$ cat config.mk
export PLATFORM = sky130hd
export DESIGN_NAME = arb_requester
export DESIGN_NICKNAME = d
export VERILOG_FILES = /design/src/rtl/bus_pkg.sv /design/src/rtl/arb_requester.sv
export SDC_FILE = /design/constraint.sdc
export NUM_CORES = 1
export LEC_CHECK = 0
export CAP_MARGIN = 15
export CORE_MARGIN = 8
export CORE_UTILIZATION = 30
export CTS_BUF_LIST = sky130_fd_sc_hd__clkbuf_16
export DETAILED_ROUTE_END_ITERATION = 6
export PLACE_DENSITY_LB_ADDON = 0.15
export REMOVE_ABC_BUFFERS = 1
export SLEW_MARGIN = 0
export SYNTH_ARGS = -nofsm -noshare
export SYNTH_HDL_FRONTEND = slang
export SYNTH_SLANG_ARGS = --single-unit
export TNS_END_PERCENT = 1
$ cat constraint.sdc
create_clock -name clk -period 2.5 [get_ports clk]
set_input_delay 0.5 -clock clk [delete_from_list [all_inputs] [get_ports clk]]
set_output_delay 0.5 -clock clk [all_outputs]
set_load 0.05 [all_outputs]
$ cat src/rtl/bus_pkg.sv
// Shared definitions for the shared-bus requester: FSM state encoding and the default beat timeout.
package bus_pkg;

    typedef enum logic [1:0] {
        ST_IDLE = 2'd0,
        ST_REQ  = 2'd1,
        ST_XFER = 2'd2,
        ST_REL  = 2'd3
    } state_t;

    localparam int TMO_DEFAULT = 15;
    localparam int WAIT_W      = 8;

endpackage

$ cat src/rtl/arb_requester.sv
// Arbitrated shared-bus master: one command -> 1..4 beats; response pulses one cycle after each beat's ack.
// Backpressure: cmd_ready only in IDLE; the bus stalls on a dropped grant and frees itself after TMO cycles without ack.
module arb_requester
    import bus_pkg::*;
#(
    parameter int AW  = 16,
    parameter int DW  = 8,
    parameter int TMO = TMO_DEFAULT
) (
    input  logic          clk,
    input  logic          reset,
    input  logic          cmd_valid,
    output logic          cmd_ready,
    input  logic          cmd_we,
    input  logic [AW-1:0] cmd_addr,
    input  logic [DW-1:0] cmd_wdata,
    input  logic [1:0]    cmd_len,
    output logic          rsp_valid,
    output logic [DW-1:0] rsp_rdata,
    output logic          rsp_err,
    output logic          arb_req,
    input  logic          arb_gnt,
    output logic          bus_en,
    output logic          bus_we,
    output logic [AW-1:0] bus_addr,
    output logic [DW-1:0] bus_wdata,
    input  logic [DW-1:0] bus_rdata,
    input  logic          bus_ack
);

    localparam logic [WAIT_W-1:0] WAIT_LAST = WAIT_W'(TMO - 1);

    state_t              r_state;
    state_t              w_state_nxt;
    logic                r_we;
    logic [AW-1:0]       r_addr;
    logic [DW-1:0]       r_wdata;
    logic [1:0]          r_last;
    logic [1:0]          r_beat;
    logic [WAIT_W-1:0]   r_wait;
    logic                r_rsp_valid;
    logic                r_rsp_err;
    logic [DW-1:0]       r_rsp_rdata;

    logic                w_cmd_ready;
    logic                w_arb_req;
    logic                w_accept;
    logic                w_bus_en;
    logic                w_beat_done;
    logic                w_timeout;
    logic [AW-1:0]       w_beat_addr;

    // The grant gates the bus directly so a dropped grant releases it in the same cycle.
    assign w_bus_en    = (r_state == ST_XFER) && arb_gnt;
    assign w_beat_done = w_bus_en && bus_ack;
    assign w_timeout   = w_bus_en && !bus_ack && (r_wait == WAIT_LAST);
    assign w_accept    = cmd_valid && w_cmd_ready;
    assign w_beat_addr = r_addr + AW'(r_beat);

    always_ff @(posedge clk) begin
        if (reset) begin
            r_state <= ST_IDLE;
        end else begin
            r_state <= w_state_nxt;
        end
    end

    always_comb begin
        w_state_nxt = r_state;
        w_cmd_ready = 1'b0;
        w_arb_req   = 1'b0;
        case (r_state)
            ST_IDLE: begin
                w_cmd_ready = !reset;
                if (cmd_valid && !reset) begin
                    w_state_nxt = ST_REQ;
                end
            end
            ST_REQ: begin
                w_arb_req = 1'b1;
                if (arb_gnt) begin
                    w_state_nxt = ST_XFER;
                end
            end
            ST_XFER: begin
                w_arb_req = 1'b1;
                if ((w_beat_done && (r_beat == r_last)) || w_timeout) begin
                    w_state_nxt = ST_REL;
                end
            end
            ST_REL: begin
                w_state_nxt = ST_IDLE;
            end
            default: begin
                w_state_nxt = ST_IDLE;
            end
        endcase
    end

    always_ff @(posedge clk) begin
        if (reset) begin
            r_we        <= 1'b0;
            r_addr      <= '0;
            r_wdata     <= '0;
            r_last      <= 2'd0;
            r_beat      <= 2'd0;
            r_wait      <= '0;
            r_rsp_valid <= 1'b0;
            r_rsp_err   <= 1'b0;
            r_rsp_rdata <= '0;
        end else begin
            r_rsp_valid <= w_beat_done || w_timeout;
            r_rsp_err   <= w_timeout;
            r_rsp_rdata <= (w_beat_done && !r_we) ? bus_rdata : '0;
            if (w_accept) begin
                r_we    <= cmd_we;
                r_addr  <= cmd_addr;
                r_wdata <= cmd_wdata;
                r_last  <= cmd_we ? 2'd0 : cmd_len;
                r_beat  <= 2'd0;
                r_wait  <= '0;
            end else if (w_beat_done) begin
                r_beat <= r_beat + 2'd1;
                r_wait <= '0;
            end else if (w_bus_en) begin
                r_wait <= r_wait + WAIT_W'(1);
            end
        end
    end

    assign cmd_ready = w_cmd_ready;
    assign arb_req   = w_arb_req;
    assign bus_en    = w_bus_en;
    assign bus_we    = w_bus_en && r_we;
    assign bus_addr  = w_bus_en ? w_beat_addr : '0;
    assign bus_wdata = w_bus_en ? r_wdata : '0;
    assign rsp_valid = r_rsp_valid;
    assign rsp_err   = r_rsp_err;
    assign rsp_rdata = r_rsp_rdata;

endmodule

==> results.md <==
* Max H-tree Level at 2
* Vias in the first global route at 2,182
* Rel. slew slack at 66.2%
* Syn_area_per_cell at 8.21 sq um
* First-pass DRT Iterations at 4
* Failing checks: setup timing
* Post-synth top area share at 41.8%
* Routability Congestion at 0.821
* Crit path from: r_beat[0]
* Slew @ Worst Pin at 0.506 ns
* Dominant cells by area after synthesis: dfxtp_1 (42%), nand2_1 (9.7%), xnor2_1 (6.3%), o21ai_0 (4.5%), nor2_1 (4.3%)
* Worst IR Drop VDD at 0.349 mV
* Largest net degree at the start of global routing at 54
* Max Fclk at 0.381 GHz
* Antenna violations before repair at 0
* CP required at 2.00 ns
* Routed WL at 6460 um
* Cell variety after synth at 40
* Clock buffer depth at 2
* DP Cell Count at 464
* Setup WS post-layout at -0.124 ns
* Layout area overhead at 60.4%
* Initial DRC Count at 57
* CTS Buf Count at 5
* Power Density at 669 nW/um^2
* DP Wirelength at 4850 um
* Fillers at 732
* GRT Util Overall at 12.0%
* Clock latency at the later pin of the worst-skew pair at 0.29 ns
* Rows at 32
* Inserted Diodes at 0
* Cell taking the most area after synthesis: dfxtp_1
* CP Class: reg2out
* Asr flop ratio synth at 0%
* Max-Cap Viols at 0
* Final Hold Fails at 0
* Cell Area, Placed at 3570 sq um
* First-pass GRT wire length at 10,800 um
* Most instantiated cells after synthesis: nand2_1 (61), dfxtp_1 (49), nor2_1 (27), o21ai_0 (21), xnor2_1 (17)
* Post-synthesis instance area at 2350 sq um
* Met2 wire len at 3220 um
* R2r startpoint: r_state[0]
* Clock skew at 0.00496 ns
* WHS at 0.453 ns
* DRC violations left at 0
* Core ar. at 7650 sq um
* Flop-to-flop setup slack at 0.58 ns
* Initial core utilization at 30.7%
* CTS tree: yes
* Post-synthesis sequential element count at 49
* Lkg Pwr at 1.43 nW
* Final Critical Period at 2.62 ns
* Max-slew violation count at 0
* Worst-path maximum fanout at 4
* Top sig layer: met4
* Met3 wire len at 204 um
* Min-delay src: r_wdata[0]
* Area of the multi-input gates at 1310 sq um
* Final Cycle Share at 105%
* Full die area at 10,900 sq um
* Startpoint Class: flop
* Die height at 104 um
* Grt ovf at 0
* RSZ-0062 raised after global routing: true
* Cell with the most instances after synthesis: nand2_1
* Crit path DAT at 2.12 ns
* Layout cells sized above 1 at 18.0%
* Reg2reg path depth at 8
* Ys flop type: dfxtp_1
* Cells after Synth at 286
* Min-Delay Path Class: reg2reg
* CTS Sinks at 49
* Vias at 2,144
* Post-synth EDFFs at 0
* # setup viols final at 6
* Setup WS pre-CTS at -0.00119 ns
* Final instance count without filler cells at 474
* Port Buf Inserts at 77
* Outcome: finished with violations
* Register area share after synthesis at 41.8%
* Average wire per standard cell at 13.6 um
* Ys Warns at 0
* Crit path capture type: output port
* Worst Setup EP: bus_addr[12]
* Fin area at 3770 sq um
* Antenna-violating nets left at 0
* M1 WL at 2970 um
* IO Pins at 78
* Fin nets at 420
* Register area at 983 sq um
* Root buf cell: clkbuf_16
* Die width at 104 um
* Reg clk slew, reported paths at 0.07 ns
* Reg2reg end: r_wait[1]
* DR vias/cell at 4.52
per-layer routing:
metal,global-route usage (%),vias to the layer above
met5,0,-
met4,3.72,0
met3,2.79,6
met2,21.0,31
met1,14.1,987
li1,-,1120
timing repair:
action                                  CTS  global route
endpoints found under the hold margin     0             0
gates resized for setup                  10             2
hold buffers                              0             0
pin swaps                                 7             5
setup buffers                             2             0
endpoints found under the setup margin    6            10
cell type report:
class / count / area share, %
multi-input combinational: 214 / 34.7
clock buffer: 5 / 3.32
inverter: 11 / 1.10
tap: 102 / 3.39
sequential: 49 / 26.1
clock inverter: 3 / 0.332
timing repair buffer: 90 / 31.0
power by group:
| group | leakage, nW | switching [mW] | internal, mW |
|---|---|---|---|
| logic | 0.959 | 0.483 | 0.384 |
| registers | 0.400 | 0.0960 | 0.897 |
| clock network | 0.0687 | 0.296 | 0.363 |
cells in the final DEF (no fill, tap or decap), types with 7 or more instances in the layout:
cell / synthesis / final
buf_4: 0 / 11
buf_12: 0 / 28
dfxtp_1: 49 / 47
ha_1: 8 / 7
nand2_1: 61 / 61
nor3_1: 7 / 7
clkdlybuf4s50_1: 0 / 50
nand3_1: 8 / 8
xnor2_1: 17 / 17
inv_1: 10 / 9
and2_1: 9 / 8
and3_1: 11 / 11
o21ai_0: 21 / 21
nor2_1: 27 / 25
cells by family (layout without fill, tap and decap cells):
group	count (synthesis)	in the layout	share of synthesized area, %
mux	1	1	0.426
buf+inv	23	109	4.32
xor+xnor	23	23	8.58
simple gates	144	144	30.2
fa+ha+maj	9	9	5.11
flops	49	49	41.8
compound gates	37	37	9.59
worst min path at each step:
stage	to	slack (ns)	cells after the start
floorplan	r_wdata[0]	0.43	2
global placement	r_wdata[5]	0.44	2
detailed placement	r_wdata[0]	0.45	2
CTS	r_wdata[0]	0.46	2
global route	r_wdata[1]	0.48	2
finish	r_wdata[0]	0.45	2
stage by stage:
stage          setup TNS [ns]  util [%]  power (mW)
4_1_cts                -0.875      49.2        2.54
6_report               -0.414      49.3        2.52
2_1_floorplan           -5.41         -        1.50
5_1_grt                 -1.45      49.3        2.67
3_3_place_gp                0      46.6        1.87
3_5_place_dp         -0.00119      46.6        1.88
sequential cells by signal, indices dropped and copies added, names as in the netlist:
name and cells:
r_addr 16, r_wait 8, r_wdata 8, rsp_rdata 8
r_beat 2, r_last 2, r_state 2, r_we 1
rsp_err 1, rsp_valid 1
critical path, stage by stage, from the launching register on:
cell and delay [ns]:
dfxtp_2 0.35, ha_4 0.14, inv_2 0.03, fa_2 0.32
nand3b_1 0.24, nor4_2 0.29, xnor2_1 0.11, nor2_1 0.16
clkbuf_16 0.19
(Power assumes the default switching activity.)
